$ cat src/rtl/calc_btn_encoder.sv
//==============================================================================
// Module   : calc_btn_encoder
// Brief    : Encodes a 4-bit ALU opcode into calculator button levels, then
//            issues a timed btnd execute press. Optional loopback decoder
//            check: CALC_BTN_ENCODER_LOOPBACK_EN.
// Revision : 1.0 - initial release
//==============================================================================
`default_nettype none

`ifdef CALC_BTN_ENCODER_LOOPBACK_EN
//==============================================================================
// Module   : calc_btn_decoder
// Brief    : Button-level to ALU opcode decoder, used as the loopback reference.
// Revision : 1.0 - initial release
//==============================================================================
module calc_btn_decoder (
    input  logic       btnc,
    input  logic       btnl,
    input  logic       btnr,
    output logic [3:0] alu_op
);

    always_comb begin
        alu_op = 4'b0000;
        case ({btnc, btnl, btnr})
            3'b100:  alu_op = 4'b0000;
            3'b101:  alu_op = 4'b0001;
            3'b000:  alu_op = 4'b0010;
            3'b001:  alu_op = 4'b0110;
            3'b011:  alu_op = 4'b0111;
            3'b110:  alu_op = 4'b1001;
            3'b111:  alu_op = 4'b1010;
            3'b010:  alu_op = 4'b1101;
            default: alu_op = 4'b0000;
        endcase
    end

endmodule
`endif

module calc_btn_encoder #(
    parameter int unsigned SETUP_CYCLES = 4,
    parameter int unsigned PRESS_CYCLES = 8,
    parameter int unsigned HOLD_CYCLES  = 2,
    parameter int unsigned GAP_CYCLES   = 4,
    parameter int unsigned CNT_W        = 16
) (
    input  logic       clk,
    input  logic       reset,
    input  logic       op_valid,
    output logic       op_ready,
    input  logic [3:0] op_code,
    output logic       op_err,
    output logic       busy,
    output logic       btnc,
    output logic       btnl,
    output logic       btnr,
    output logic       btnd
`ifdef CALC_BTN_ENCODER_LOOPBACK_EN
    ,
    output logic       chk_err
`endif
);

    localparam logic [2:0] c_st_idle  = 3'd0;
    localparam logic [2:0] c_st_setup = 3'd1;
    localparam logic [2:0] c_st_press = 3'd2;
    localparam logic [2:0] c_st_hold  = 3'd3;
    localparam logic [2:0] c_st_gap   = 3'd4;

    localparam logic [CNT_W-1:0] c_setup_last = CNT_W'(SETUP_CYCLES - 1);
    localparam logic [CNT_W-1:0] c_press_last = CNT_W'(PRESS_CYCLES - 1);
    localparam logic [CNT_W-1:0] c_hold_last  = CNT_W'(HOLD_CYCLES - 1);
    localparam logic [CNT_W-1:0] c_gap_last   = CNT_W'(GAP_CYCLES - 1);

    logic [2:0]       r_state;
    logic [CNT_W-1:0] r_cnt;
    logic [2:0]       r_pat;
    logic [2:0]       r_btn;
    logic             r_btnd;
    logic             r_op_ready;
    logic             r_busy;
    logic             r_op_err;

    logic [2:0]       w_state_nxt;
    logic [CNT_W-1:0] w_cnt_nxt;
    logic [2:0]       w_enc_pat;
    logic             w_enc_ok;
    logic             w_accept;
    logic             w_load;
    logic             w_last;
    logic             w_drive;
    logic [2:0]       w_pat_nxt;

    // Opcode -> {btnc, btnl, btnr}; unlisted codes are rejected
    always_comb begin
        w_enc_pat = 3'b000;
        w_enc_ok  = 1'b1;
        case (op_code)
            4'b0000: w_enc_pat = 3'b100;
            4'b0001: w_enc_pat = 3'b101;
            4'b0010: w_enc_pat = 3'b000;
            4'b0110: w_enc_pat = 3'b001;
            4'b0111: w_enc_pat = 3'b011;
            4'b1001: w_enc_pat = 3'b110;
            4'b1010: w_enc_pat = 3'b111;
            4'b1101: w_enc_pat = 3'b010;
            default: begin
                w_enc_pat = 3'b000;
                w_enc_ok  = 1'b0;
            end
        endcase
    end

    always_comb begin
        w_state_nxt = r_state;
        w_cnt_nxt   = r_cnt + 1'b1;
        w_last      = 1'b0;
        w_accept    = op_valid & r_op_ready;
        w_load      = w_accept & w_enc_ok;
        case (r_state)
            c_st_idle: begin
                w_cnt_nxt = '0;
                if (w_load) begin
                    w_state_nxt = c_st_setup;
                end
            end
            c_st_setup: begin
                w_last = (r_cnt == c_setup_last);
                if (w_last) begin
                    w_state_nxt = c_st_press;
                end
            end
            c_st_press: begin
                w_last = (r_cnt == c_press_last);
                if (w_last) begin
                    w_state_nxt = c_st_hold;
                end
            end
            c_st_hold: begin
                w_last = (r_cnt == c_hold_last);
                if (w_last) begin
                    w_state_nxt = c_st_gap;
                end
            end
            c_st_gap: begin
                w_last = (r_cnt == c_gap_last);
                if (w_last) begin
                    w_state_nxt = c_st_idle;
                end
            end
            default: begin
                w_state_nxt = c_st_idle;
                w_cnt_nxt   = '0;
            end
        endcase
        if (w_last) begin
            w_cnt_nxt = '0;
        end
        w_pat_nxt = w_load ? w_enc_pat : r_pat;
        w_drive   = (w_state_nxt == c_st_setup) || (w_state_nxt == c_st_press) ||
                    (w_state_nxt == c_st_hold);
    end

    // Outputs are registered from the next state so they never glitch
    always_ff @(posedge clk or posedge reset) begin
        if (reset) begin
            r_state    <= c_st_idle;
            r_cnt      <= '0;
            r_pat      <= 3'b000;
            r_btn      <= 3'b000;
            r_btnd     <= 1'b0;
            r_op_ready <= 1'b1;
            r_busy     <= 1'b0;
            r_op_err   <= 1'b0;
        end else begin
            r_state    <= w_state_nxt;
            r_cnt      <= w_cnt_nxt;
            r_pat      <= w_pat_nxt;
            r_btn      <= w_drive ? w_pat_nxt : 3'b000;
            r_btnd     <= (w_state_nxt == c_st_press);
            r_op_ready <= (w_state_nxt == c_st_idle);
            r_busy     <= (w_state_nxt != c_st_idle);
            r_op_err   <= w_accept & ~w_enc_ok;
        end
    end

    assign op_ready = r_op_ready;
    assign op_err   = r_op_err;
    assign busy     = r_busy;
    assign btnc     = r_btn[2];
    assign btnl     = r_btn[1];
    assign btnr     = r_btn[0];
    assign btnd     = r_btnd;

`ifdef CALC_BTN_ENCODER_LOOPBACK_EN
    logic [3:0] r_op;
    logic [3:0] w_dec_op;
    logic       r_chk_err;

    calc_btn_decoder u_dec (
        .btnc   (r_btn[2]),
        .btnl   (r_btn[1]),
        .btnr   (r_btn[0]),
        .alu_op (w_dec_op)
    );

    // Sticky until reset: the press must decode back to the accepted opcode
    always_ff @(posedge clk or posedge reset) begin
        if (reset) begin
            r_op      <= 4'b0000;
            r_chk_err <= 1'b0;
        end else begin
            if (w_load) begin
                r_op <= op_code;
            end
            if ((r_state == c_st_press) && (w_dec_op != r_op)) begin
                r_chk_err <= 1'b1;
            end
        end
    end

    assign chk_err = r_chk_err;
`endif

endmodule

`default_nettype wire

$ cat config.mk
export PLATFORM = sky130hd
export DESIGN_NAME = calc_btn_encoder
export DESIGN_NICKNAME = d
export VERILOG_FILES = /design/src/rtl/calc_btn_encoder.sv
export SDC_FILE = /design/constraint.sdc
export NUM_CORES = 1
export LEC_CHECK = 0
export CELL_PAD_IN_SITES_DETAIL_PLACEMENT = 0
export CELL_PAD_IN_SITES_GLOBAL_PLACEMENT = 1
export CORE_MARGIN = 2
export CORE_UTILIZATION = 48
export DETAILED_ROUTE_END_ITERATION = 7
export DONT_BUFFER_PORTS = 1
export HOLD_SLACK_MARGIN = 0.02
export PLACE_DENSITY = 0.78
export SYNTH_ARGS = -nofsm -noshare
export SYNTH_HDL_FRONTEND = slang
export SYNTH_HIERARCHICAL = 1
export SYNTH_SLANG_ARGS = --single-unit
$ cat constraint.sdc
create_clock -name clk -period 2.5 [get_ports clk]
set_input_delay 0.375 -clock clk [delete_from_list [all_inputs] [get_ports clk]]
set_output_delay 0.375 -clock clk [all_outputs]
set_load 0.1 [all_outputs]
==> results.ini <==
[grt]
grt.total_usage_pct=18.2
antenna_found_initial=0
overflow=0
grt_max_degree=30
grt_pass1_vias=1107
grt_first_pass_wirelength_mm=5.03

[drt]
viasPerCell=5.62
drtAntennaViolNets=0
vias=1196
drt-pass1-iter-count=4
drc=0
routedWlPerCell_um=14.2
drt_iter0_drc=87
wl_mm=3.03

[setup_path]
crit_required_ps=2690
slowest_stage=or4_4
rr_worst_depth=5
worstSetupStartpointType=flop
crit_path_start=r_cnt[8]
cp_num_buf_inv=0
crit_family=simple AND/OR/NAND/NOR gates
cpPeakStageDelay_ps=550
crit_path_end_kind=flop
r2r-end=r_btn[1]
reg2reg_from=r_cnt[8]
crit_cells=5
crit_path_cell_trace=or4_4 -> nor4_4 -> a31oi_1 -> nor3_1 -> a21boi_1
r2r_slack_ps=280
worstPathArrival_ps=2400
critical_path_class=flop to flop
worst-path-max-fanout=5
cp-endpoint=r_btn[1]

[power_and_ir_drop]
peakVddDrop_uv=620
total_power_mw=1.78
leakage_nw=0.689
power.density_nw_per_um2=1040

[cts]
clk_latency_ps=320
clk_pin_slew_worst_paths_ps=90
clock-root-buffer=clkbuf_4
numClockSinks=29
cts-htree-levels=2
cts.path.max_buffers=2
cts_buffers=5
ctsResizeCount=0
cts_tree=yes

[cells_and_area]
utilization_pct=55.7
antenna_cells=0
final_layout_size_suffix_gt1_share_pct=18.3
syn2layout_area_growth_pct=9.08
num-nets-final=177

[floorplan]
fp.dieW_um=61.2
core-area_sq_um=3080
rows=20
die_h_um=61.2
ioPinCount=14
dieArea_sq_um=3750
start_util_pct=51.1

[synthesis]
avgSynthCellArea_sq_um=9.64
synth_enable_flop_cells=0
netlist_area_sq_um=1570
yosysWarnings=6
yosys_most_used_dff=dfrtp_1
synth_fp_nets=172
yosys.cell_types.count=43
async_flop_share_pct=100
ys_seq_elements=29
syn_inst=163
yosysSeqAreaShare_pct=46.3

[sta]
hold_violations=0
fin_ws_ps=282
skew_ps=10.6
slew-limit-headroom_pct=41.4
rsz0062_at_grt=no
setup_tns_ps=0
finalMaxSlewViolations=0
worst_slew_pin_slew_ps=880
finalCritPeriodShare_pct=88.7
min_period_ps=2220
setup-violations-final=0
fmax_mhz=451

[place]
io_buffer_count=0
gp_congestion=0.805
dpl.hpwl_mm=2.20
pre_cts_slack_ps=339

[min_path]
hold_path.startpoint=op_code[0]
hp-class=input pin to flop

[run_status]
outcome=completed

[run]
drv_cap=0

[synthesized netlist by cell type, types with 2 or more instances]
cell type   n  area (sq um)
a21boi_1    3          22.5
a21oi_1     6          30.0
clkbuf_1    5          18.8
dfrtp_1    28           701
ha_1        2          25.0
inv_1       7          26.3
nand2_1     6          22.5
nand2b_1    5          31.3
nand3_1    12          60.1
nand4_1     4          25.0
nor2_1     11          41.3
nor2_2     10          62.6
nor3_1     12          60.1
nor4_1      2          12.5
o21a_1      2          15.0
o21ai_0     4          20.0
o32a_1      2          20.0
or2_2       3          18.8
or3_1       3          18.8
xnor2_1     9          78.8
xor2_1      5          43.8
[where the power goes]
part	leakage (nW)	switching, mW	internal [mW]
clock network	0.0455	0.159	0.239
logic	0.258	0.314	0.164
registers	0.386	0.347	0.560
total	0.689	0.820	0.963
[per-layer routing]
metal / GRT usage, % / share of wire [%] / up-vias
li1: - / - / 589
met1: 26.0 / 48 / 572
met2: 26.1 / 46 / 30
met3: 6.51 / 5.5 / 5
met4: 5.28 / 0.89 / 0
met5: 0 / 0 / -
[final cells by class]
cell class              count  area (sq um)
clock buffers               7          55.1
clock inverters             1          30.0
fillers                   268          1360
inverters                   7          26.3
multi-input cells         121           788
flip-flops and latches     29           727
well taps                  44          55.1
repair buffers              4          32.5
[metrics by stage]
step	hold slack, ps	std cells	area [sq um]
floorplan	452	163	1570
global placement	352	204	1620
detailed placement	352	204	1620
CTS	141	213	1710
global route	137	213	1710
finish	147	213	1710
[cells in the final DEF (no fill, tap or decap), types with 4 or more instances in the layout]
cell,instances
nand4_1,4
o21ai_0,4
nor2_2,10
nor2_1,11
dfrtp_1,28
a21oi_1,6
nor3_1,12
xor2_1,5
nand3_1,12
xnor2_1,9
nand2b_1,5
nand2_1,6
inv_1,7
clkbuf_4,5
[flip-flops by register name, summed over array words and instances (netlist names)]
| signal | count |
|---|---|
| busy | 1 |
| r_cnt | 16 |
| r_state | 3 |
| r_btn | 3 |
| r_pat | 3 |
| op_err | 1 |
| op_ready | 1 |
| btnd | 1 |
[kinds of logic (layout without fill, tap and decap cells)]
family / count (synthesis) / in the layout / share of synthesized area, %
compound gates: 27 / 27 / 11.9
xor+xnor: 14 / 14 / 7.80
fa+ha+maj: 2 / 2 / 1.59
buf+inv: 13 / 19 / 3.58
flops: 29 / 29 / 46.3
simple gates: 78 / 78 / 28.8
[how the worst min path moves through the flow]
stage               endpoint  slack (ps)  cells after the start
detailed placement  r_btn[1]         350                      2
floorplan               btnd         450                      1
CTS                 r_pat[0]         140                      1
global placement    r_btn[1]         350                      2
global route        r_pat[0]         140                      1
finish              r_pat[0]         150                      1
[repair_timing]
item | in CTS | in global routing
hold buffers | 1 | 0
hold endpoints to repair | 28 | 0
setup buffers | 0 | 0
(Power assumes the default switching activity.)
